[src/rtl/imem_loader_pkg.sv]
// Shared state encoding and framing constants for the imem byte-stream loader.
// Optional checksum stage is enabled by defining IMEM_LOADER_CHECKSUM_EN.
package imem_loader_pkg;

  typedef logic [2:0] state_t;

  localparam state_t S_IDLE = 3'd0;
  localparam state_t S_HDR  = 3'd1;
  localparam state_t S_LOAD = 3'd2;
  localparam state_t S_CHK  = 3'd3;
  localparam state_t S_ERR  = 3'd4;

  localparam int HDR_BYTES      = 2;
  localparam int BYTES_PER_WORD = 4;

endpackage

[src/rtl/imem_loader_byte_packer.sv]
// Packs a big-endian byte stream into words; word_valid pulses the cycle
// after the last byte of each word has been shifted in.
module byte_packer
  import imem_loader_pkg::*;
#(
  parameter int WORD_W = 32
) (
  input  logic              clk,
  input  logic              rst,
  input  logic              clr,
  input  logic              byte_valid,
  input  logic [7:0]        byte_data,
  output logic [1:0]        cnt,
  output logic [WORD_W-1:0] word,
  output logic              word_valid
);

  logic [1:0]        cnt_q, cnt_d;
  logic [WORD_W-1:0] sr_q, sr_d;
  logic              wv_q, wv_d;

  always_comb begin
    cnt_d = cnt_q;
    sr_d  = sr_q;
    wv_d  = 1'b0;
    if (clr) begin
      cnt_d = 2'd0;
    end else if (byte_valid) begin
      sr_d  = {sr_q[WORD_W-9:0], byte_data};
      cnt_d = cnt_q + 2'd1;
      wv_d  = (cnt_q == 2'(BYTES_PER_WORD - 1));
    end
  end

  always_ff @(posedge clk) begin
    if (!rst) begin
      cnt_q <= 2'd0;
      sr_q  <= '0;
      wv_q  <= 1'b0;
    end else begin
      cnt_q <= cnt_d;
      sr_q  <= sr_d;
      wv_q  <= wv_d;
    end
  end

  assign cnt        = cnt_q;
  assign word       = sr_q;
  assign word_valid = wv_q;

endmodule

[src/rtl/imem_loader.sv]
// Byte-stream program loader: header length, payload words to imem, core held meanwhile.
// Define IMEM_LOADER_CHECKSUM_EN to require a trailing XOR checksum byte.
module imem_loader
  import imem_loader_pkg::*;
#(
  parameter int ADDR_W    = 8,
  parameter int WORD_W    = 32,
  parameter int MAX_WORDS = 256
) (
  input  logic              clk,
  input  logic              rst,
  input  logic              start,
  input  logic              in_valid,
  input  logic [7:0]        in_data,
  output logic              in_ready,
  output logic              wr_en,
  output logic [ADDR_W-1:0] wr_addr,
  output logic [WORD_W-1:0] wr_data,
  output logic              core_hold,
  output logic              busy,
  output logic              done,
  output logic              err
);

  state_t            state_q, state_d;
  logic              hdr_idx_q, hdr_idx_d;
  logic [15:0]       len_q, len_d;
  logic [ADDR_W:0]   wcnt_q, wcnt_d;
  logic [ADDR_W-1:0] wr_addr_q, wr_addr_d;
  logic              hold_q, hold_d;
  logic              busy_q, busy_d;
  logic              done_q, done_d;
  logic              err_q, err_d;
`ifdef IMEM_LOADER_CHECKSUM_EN
  logic [7:0]        xor_q, xor_d;
`endif

  logic        xfer, pk_clr, pk_vld, fin;
  logic [1:0]  pk_cnt;
  logic [15:0] hdr_len, wnext;

  assign in_ready = (state_q == S_HDR) || (state_q == S_LOAD) || (state_q == S_CHK);
  assign xfer     = in_valid & in_ready;
  assign pk_clr   = start & ((state_q == S_IDLE) || (state_q == S_ERR));
  assign pk_vld   = xfer & (state_q == S_LOAD);
  assign hdr_len  = {len_q[15:8], in_data};
  assign wnext    = 16'(wcnt_q) + 16'd1;

  byte_packer #(.WORD_W(WORD_W)) u_packer (
    .clk        (clk),
    .rst        (rst),
    .clr        (pk_clr),
    .byte_valid (pk_vld),
    .byte_data  (in_data),
    .cnt        (pk_cnt),
    .word       (wr_data),
    .word_valid (wr_en)
  );

  always_comb begin
    state_d   = state_q;
    hdr_idx_d = hdr_idx_q;
    len_d     = len_q;
    wcnt_d    = wcnt_q;
    wr_addr_d = wr_addr_q;
    hold_d    = hold_q;
    busy_d    = busy_q;
    done_d    = 1'b0;
    err_d     = err_q;
    fin       = 1'b0;
`ifdef IMEM_LOADER_CHECKSUM_EN
    xor_d     = xor_q;
`endif
    case (state_q)
      S_IDLE, S_ERR: begin
        if (start) begin
          state_d   = S_HDR;
          hdr_idx_d = 1'b0;
          wcnt_d    = '0;
          hold_d    = 1'b1;
          busy_d    = 1'b1;
          err_d     = 1'b0;
`ifdef IMEM_LOADER_CHECKSUM_EN
          xor_d     = 8'h00;
`endif
        end
      end
      S_HDR: begin
        if (xfer) begin
          if (hdr_idx_q != 1'(HDR_BYTES - 1)) begin
            len_d     = {in_data, 8'h00};
            hdr_idx_d = 1'b1;
          end else begin
            len_d = hdr_len;
            if (hdr_len == 16'd0) begin
              fin = 1'b1;
            end else if (hdr_len > 16'(MAX_WORDS)) begin
              state_d = S_ERR;
              err_d   = 1'b1;
              busy_d  = 1'b0;
            end else begin
              state_d = S_LOAD;
            end
          end
        end
      end
      S_LOAD: begin
        if (xfer) begin
`ifdef IMEM_LOADER_CHECKSUM_EN
          xor_d = xor_q ^ in_data;
`endif
          // Address is latched with the completing byte so it is stable during the strobe.
          if (pk_cnt == 2'(BYTES_PER_WORD - 1)) begin
            wr_addr_d = wcnt_q[ADDR_W-1:0];
            wcnt_d    = wcnt_q + 1'b1;
            fin       = (wnext == len_q);
          end
        end
      end
`ifdef IMEM_LOADER_CHECKSUM_EN
      S_CHK: begin
        if (xfer) begin
          if (in_data == xor_q) begin
            state_d = S_IDLE;
            done_d  = 1'b1;
            busy_d  = 1'b0;
            hold_d  = 1'b0;
          end else begin
            state_d = S_ERR;
            err_d   = 1'b1;
            busy_d  = 1'b0;
          end
        end
      end
`endif
      default: state_d = S_IDLE;
    endcase
    if (fin) begin
`ifdef IMEM_LOADER_CHECKSUM_EN
      state_d = S_CHK;
`else
      state_d = S_IDLE;
      done_d  = 1'b1;
      busy_d  = 1'b0;
      hold_d  = 1'b0;
`endif
    end
  end

  always_ff @(posedge clk) begin
    if (!rst) begin
      state_q   <= S_IDLE;
      hdr_idx_q <= 1'b0;
      len_q     <= '0;
      wcnt_q    <= '0;
      wr_addr_q <= '0;
      hold_q    <= 1'b0;
      busy_q    <= 1'b0;
      done_q    <= 1'b0;
      err_q     <= 1'b0;
`ifdef IMEM_LOADER_CHECKSUM_EN
      xor_q     <= 8'h00;
`endif
    end else begin
      state_q   <= state_d;
      hdr_idx_q <= hdr_idx_d;
      len_q     <= len_d;
      wcnt_q    <= wcnt_d;
      wr_addr_q <= wr_addr_d;
      hold_q    <= hold_d;
      busy_q    <= busy_d;
      done_q    <= done_d;
      err_q     <= err_d;
`ifdef IMEM_LOADER_CHECKSUM_EN
      xor_q     <= xor_d;
`endif
    end
  end

  assign wr_addr   = wr_addr_q;
  assign core_hold = hold_q;
  assign busy      = busy_q;
  assign done      = done_q;
  assign err       = err_q;

endmodule
[config.mk]
export PLATFORM = sky130hd
export DESIGN_NAME = imem_loader
export DESIGN_NICKNAME = d
export VERILOG_FILES = /design/src/rtl/imem_loader_pkg.sv /design/src/rtl/imem_loader_byte_packer.sv /design/src/rtl/imem_loader.sv
export SDC_FILE = /design/constraint.sdc
export NUM_CORES = 1
export LEC_CHECK = 0
export CAP_MARGIN = 15
export CORE_UTILIZATION = 53
export CTS_CLUSTER_SIZE = 10
export DETAILED_ROUTE_END_ITERATION = 8
export PLACE_DENSITY = 0.84
export SETUP_SLACK_MARGIN = 0.1
export SYNTH_ARGS = -nofsm -noshare
export SYNTH_HDL_FRONTEND = slang
export SYNTH_SLANG_ARGS = --single-unit
[constraint.sdc]
create_clock -name clk -period 2.75 [get_ports clk]
set_clock_uncertainty 0.15 [all_clocks]
set_input_delay 0.4125 -clock clk [delete_from_list [all_inputs] [get_ports clk]]
set_output_delay 0.4125 -clock clk [all_outputs]
set_load 0.01 [all_outputs]
==> metrics.cfg <==
[status]
status = complete, no violations

[worst_setup_path]
cp.arrival_ps = 1800
crit_chain = nor2_1 -> nor2_1 -> clkdlybuf4s50_1
path_max_fanout = 8
critPathCaptureType = primary output
r2r_cells = 6
slowest_stage = clkdlybuf4s50_1
slowest_delay_ps = 570
startpoint_type = flop
cp_common_cell = nor2_1
required_ps = 2190
crit_type = flop to primary output

[timing]
setup_viol = 0
period_share_pct = 85.9
setup_tns_ps = 0
worstMarginPinSlew_ps = 515
min_period_ps = 2360
relSlewSlack_pct = 65.4
drv_slew = 0
setup_ws_ps = 388
grt_setup_unrepaired = false
hold_viol_final = 0
fmax_mhz = 423

[pwr]
power_density_nw_per_um2 = 497
vdd_drop_max_mv = 0.314
power.leakage_nw = 1.45

[die]
die_h_um = 82.0
std_cell_rows = 28
start_util_pct = 55.9
io_pins = 58
dieArea_um2 = 6720
core-area_um2 = 6060
die_w_um = 82.0

[layout]
layout.nets = 480
seqCellArea_um2 = 1520
fillers = 499
area_growth_pct = 25.1
diodes = 0
multi_input_area_um2 = 1730
final_util_pct = 70.0
drive_gt1_share_pct = 7.86

[yosys]
ys_seq_elements = 76
yosysUniqueCellTypes = 42
synth_cells = 411
syn_nets = 425
syn_avg_cell_area_um2 = 8.25
synth_warnings = 0
netlist_area_um2 = 3390
synth-seq-area-share_pct = 44.9

[clock_network]
cts_root_buf = clkbuf_8
clk_pin_slew_worst_paths_ps = 80
post_cts_resized = 0
clk_latency_ps = 350
cts_buffer_depth = 2
ctsHoldBuffers = 0
cts_buffers = 9
h-tree-depth = 3
clock-sinks = 76
post_cts_buffers = 0
cts_tree = done

[global_routing]
gr-total-overflow = 0
antenna_found_initial = 0
grt_max_degree = 35
grt_usage_pct = 24.9
grt_pass1_wl_um = 12500
grt_pass1_vias = 2618

[placed_design]
pre_cts_slack_ps = 337
hpwl_um = 5500
place_congestion = 0.907
io_buffer_count = 57

[routing]
postRouteAntennaNets = 0
drc_errors = 0
avgRoutedWirePerCell_um = 14.2
drt_iter0_markers = 213
viasPerCell = 5.45
dr_total_vias = 2976
wl_um = 7780
firstDrtPassIters = 5

[job]
cap_violations = 0

[min_path]
min_path_type = flop to flop
whs_path_depth = 2

-- logic make-up after synthesis --
logic type | share of synthesized area, %
XOR/XNOR | 3.10
buffers and inverters | 4.54
AND/OR/NAND/NOR | 25.3
AO/OA/AOI/OAI | 21.4
flip-flops | 44.9
adder cells (fa/ha/maj) | 0.738
-- report_power, final --
part / switching [mW] / internal (mW)
logic: 0.0647 / 0.0622
registers: 0.0125 / 1.11
clock network: 0.413 / 0.447
total: 0.490 / 1.62
-- cell usage after synthesis, drive strengths merged --
| master | count | area, um2 |
|---|---|---|
| a211oi | 3 | 22.5 |
| a21boi | 52 | 390 |
| a21o | 2 | 16.3 |
| a21oi | 17 | 85.1 |
| a22oi | 8 | 60.1 |
| a31oi | 1 | 6.26 |
| and2 | 1 | 6.26 |
| and3 | 3 | 18.8 |
| and3b | 1 | 8.76 |
| and4 | 1 | 8.76 |
| buf | 2 | 10.0 |
| bufbuf | 1 | 32.5 |
| clkbuf | 26 | 108 |
| dfxtp | 76 | 1520 |
| ha | 2 | 25.0 |
| inv | 1 | 3.75 |
| nand2 | 110 | 413 |
| nand2b | 1 | 6.26 |
| nand3 | 8 | 40.0 |
| nand3b | 2 | 15.0 |
| nand4 | 4 | 25.0 |
| nor2 | 17 | 63.8 |
| nor2b | 17 | 106 |
| nor3 | 5 | 25.0 |
| nor3b | 3 | 22.5 |
| nor4 | 7 | 50.1 |
| nor4bb | 2 | 20.0 |
| o2111ai | 1 | 8.76 |
| o211a | 1 | 10.0 |
| o21a | 2 | 15.0 |
| o21ai | 14 | 70.1 |
| o22ai | 2 | 12.5 |
| o311ai | 1 | 8.76 |
| o31ai | 1 | 12.5 |
| o41ai | 1 | 8.76 |
| or3 | 1 | 6.26 |
| or4 | 2 | 22.5 |
| xnor2 | 7 | 61.3 |
| xor2 | 5 | 43.8 |
-- per-stage QoR --
step	instances	hold slack (ps)	total power, mW	area, um2
2_1_floorplan	411	290	1.22	3390
3_3_place_gp	530	297	1.27	4040
3_5_place_dp	530	308	1.27	4040
4_1_cts	546	319	2.12	4240
5_1_grt	546	343	2.18	4240
6_report	546	316	2.11	4240
-- cell usage in the layout (no fill, tap or decap), drive strengths merged, types with 7 or more instances in the layout --
| cell | instances |
|---|---|
| clkdlybuf4s50 | 57 |
| nor4 | 7 |
| nor2b | 17 |
| a21oi | 17 |
| xnor2 | 7 |
| o21ai | 14 |
| nor2 | 17 |
| clkbuf | 11 |
| nand3 | 8 |
| a22oi | 8 |
| a21boi | 52 |
| dfxtp | 76 |
| buf | 16 |
| nand2 | 110 |
-- state kept, by name (all words and copies together), names as in the netlist --
name / flops
busy: 1
wr_addr: 8
done: 1
hdr_idx_q: 1
u_packer.cnt: 2
len_q: 16
wcnt_q: 9
core_hold: 1
state_q: 3
err: 1
u_packer.word_valid: 1
u_packer.word: 32
-- per-layer routing --
layer  GRT usage, %  up-vias  wire [um]
met3           4.78       15        312
li1               -     1519          -
met4           12.8        0        167
met2           37.0       74       3530
met1           34.1     1368       3770
met5              0        -          0
-- final timing paths --
| kind | endpoint | slack [ps] | start |
|---|---|---|---|
| worst max register to register | state_q[1] | 390 | len_q[10] |
| worst max-delay path | in_ready | 390 | state_q[1] |
| worst min register to register | wr_addr[4] | 320 | wr_addr[4] |
| worst min-delay path | wr_addr[4] | 320 | wr_addr[4] |
-- layout make-up --
| cell class | instances | area share [%] |
|---|---|---|
| Multi-Input combinational cell | 305 | 40.8 |
| Sequential cell | 76 | 35.9 |
| Timing Repair Buffer | 73 | 16.3 |
| Clock buffer | 11 | 3.33 |
| Tap cell | 75 | 2.21 |
| Clock inverter | 5 | 1.42 |
| Inverter | 1 | 0.0885 |
-- critical path: cells and delay by family (launching register included) --
family                 cells  cell delay [ps]
buffers and inverters      1              570
flip-flops                 1              490
AND/OR/NAND/NOR            2              380
No activity file was read; power rests on OpenSTA's default activity.
==> RTL edit, RTL diff (same settings) <==
Change the parameter `ADDR_W` from 8 to 6.
--- a/src/rtl/imem_loader.sv
+++ b/src/rtl/imem_loader.sv
@@ -4,5 +4,5 @@
   import imem_loader_pkg::*;
 #(
-  parameter int ADDR_W    = 8,
+  parameter int ADDR_W    = 6,
   parameter int WORD_W    = 32,
   parameter int MAX_WORDS = 256
Interface: changed (resized wr_addr); port bits go from 58 to 56. No check against the original RTL was run, so the function may have changed too.
==> RTL edit against the original RTL <==
- hold slack worse by 0.013 ns
- setup slack improved by 0.070 ns
- critical path depth is the same
- fmax rose by 3.1%
- synthesized cell count is 7.5% lower
- area after synthesis shrank 10%
- routed wire length down 12%
- non-clock buffer count down 12
- cell area decreased by 11%
- sequential power down 4%
- total power fell by 0.45%
- sequential cell count decreased by 4
- critical path type unchanged
- largest power group unchanged
- highest routed layer unchanged
==> RTL edit: results (changes against the original RTL) <==
Clk buf depth - 2 (unchanged)
Seq pwr - 1070 uW (-4%)
Synth Area in Compound Gates - 17.5% (-3.9 points)
Nets - 441 (-8.1%)
Final Hold Viols - 0 (unchanged)
Largest net degree at the start of global routing - 54 (+54%)
First-pass GRT wire length - 11600 um (-7.4%)
Worst hold margin - 0.303 ns (-0.0134 ns)
Placed Cells - 488 (-7.9%)
Commonest cells post-synth - nand2_1, dfxtp_1, a21oi_1
Mapped Cells - 380 (-7.5%)
Flip-flop and latch area - 1440 um^2 (-5.3%)
Post-synth top area share - 47.5% (+2.6 points)
P_int - 1570 uW (-2.9%)
Clk slew on worst S/H paths - 0.08 ns (about the same)
RePlAce Congestion - 0.928 (+2.4%)
Share of the clock period used by the worst path after layout - 83.3% (-2.6 points)
CP peak stage delay - 0.58 ns
Xor and xnor area share after synthesis - 2.60% (-0.50 points)
Share of layout cells above drive strength 1 - 8.56% (+0.71 points)
Post-CTS Setup Bufs - 0 (unchanged)
TritonRoute pass-1 iters - 4 (-1)
Syn_nets - 394 (-7.3%)
Max-slew headroom - 64.8% (-0.66 points)
Vias - 2790 (-6.3%)
Top pwr grp - sequential cells
Synth top area cells - dfxtp_1, nand2_1, a21oi_1, o21ai_0, nand3_1
Clock-net power - 856 uW (-0.5%)
HPWL Detailed - 4640 um (-16%)
LEAKAGE - 0.00128 uW (-12%)
Arrival time worst endpoint - 1.73 ns (-0.07 ns)
CTS Root Cell - clkbuf_8
Vias in the first global route - 2493 (-4.8%)
Synth warn - 0 (unchanged)
Adder-Cell Fraction of Synth Area - 0.824% (+0.086 points)
Port-buffer cells - 55 (-3.5%)
Worst slack at placement - 0.409 ns (+0.0720 ns)
NetSw - 527 uW (+7.6%)
CP top delay family - buffers and inverters
N_diodes - 0 (unchanged)
Detailed Route WL - 6850 um (-12%)
Initial DRC Count - 180 (-15%)
Critical-path maximum fanout - 8 (unchanged)
Post-DP Area - 3590 um^2 (-11%)
Fillers - 441 (-12%)
Synth async-reset ratio - 0% (unchanged)
Skew-Pair Late Insertion Delay - 0.35 ns (about the same)
Max FFs per register - 32 (unchanged)
Register-to-register setup slack - 0.60 ns (+0.21 ns)
Unique cell type count in the Yosys netlist - 43 (+2.4%)
GR Util All Layers - 24.7% (-0.25 points)
Seq/Total Area, Yosys - 47.5% (+2.6 points)
Average routed wire per standard cell - 13.6 um (-4.6%)
Status - finished, final reports clean
VDD IR max - 0.379 mV (+21%)
-- RTL edit: cell count changes in the layout (fill, tap and decap cells not counted), sizes merged, moves of 3 or more --
| cell | delta |
|---|---|
| nor2b | -15 |
| a22oi | -8 |
| nand3 | +5 |
| buf | -10 |
| a21boi | -52 |
| dfxtp | -4 |
| a21oi | +53 |
| nand4 | -3 |
-- RTL edit: metal layers --
layer	wire length, um	GRT usage (%)	vias up
met4	151	11.3	0
met3	402	6.82	16
met5	0	0	-
met2	3250	37.6	69
li1	-	-	1376
met1	3050	32.4	1329
-- RTL edit: worst paths after layout --
check / cells past startpoint / to / startpoint
min: 2 / wr_addr[0] / wr_addr[0]
max reg2reg: 7 / state_q[1] / wcnt_q[0]
min reg2reg: 2 / wr_addr[0] / wr_addr[0]
max: 3 / in_ready / state_q[0]
-- RTL edit: final cells by class --
cell class	instances	area share [%]
multi-input cells	281	38.3
flip-flops and latches	72	38.0
repair buffers	61	15.7
clock buffers	10	3.63
well taps	72	2.38
clock inverters	6	1.78
inverters	2	0.198
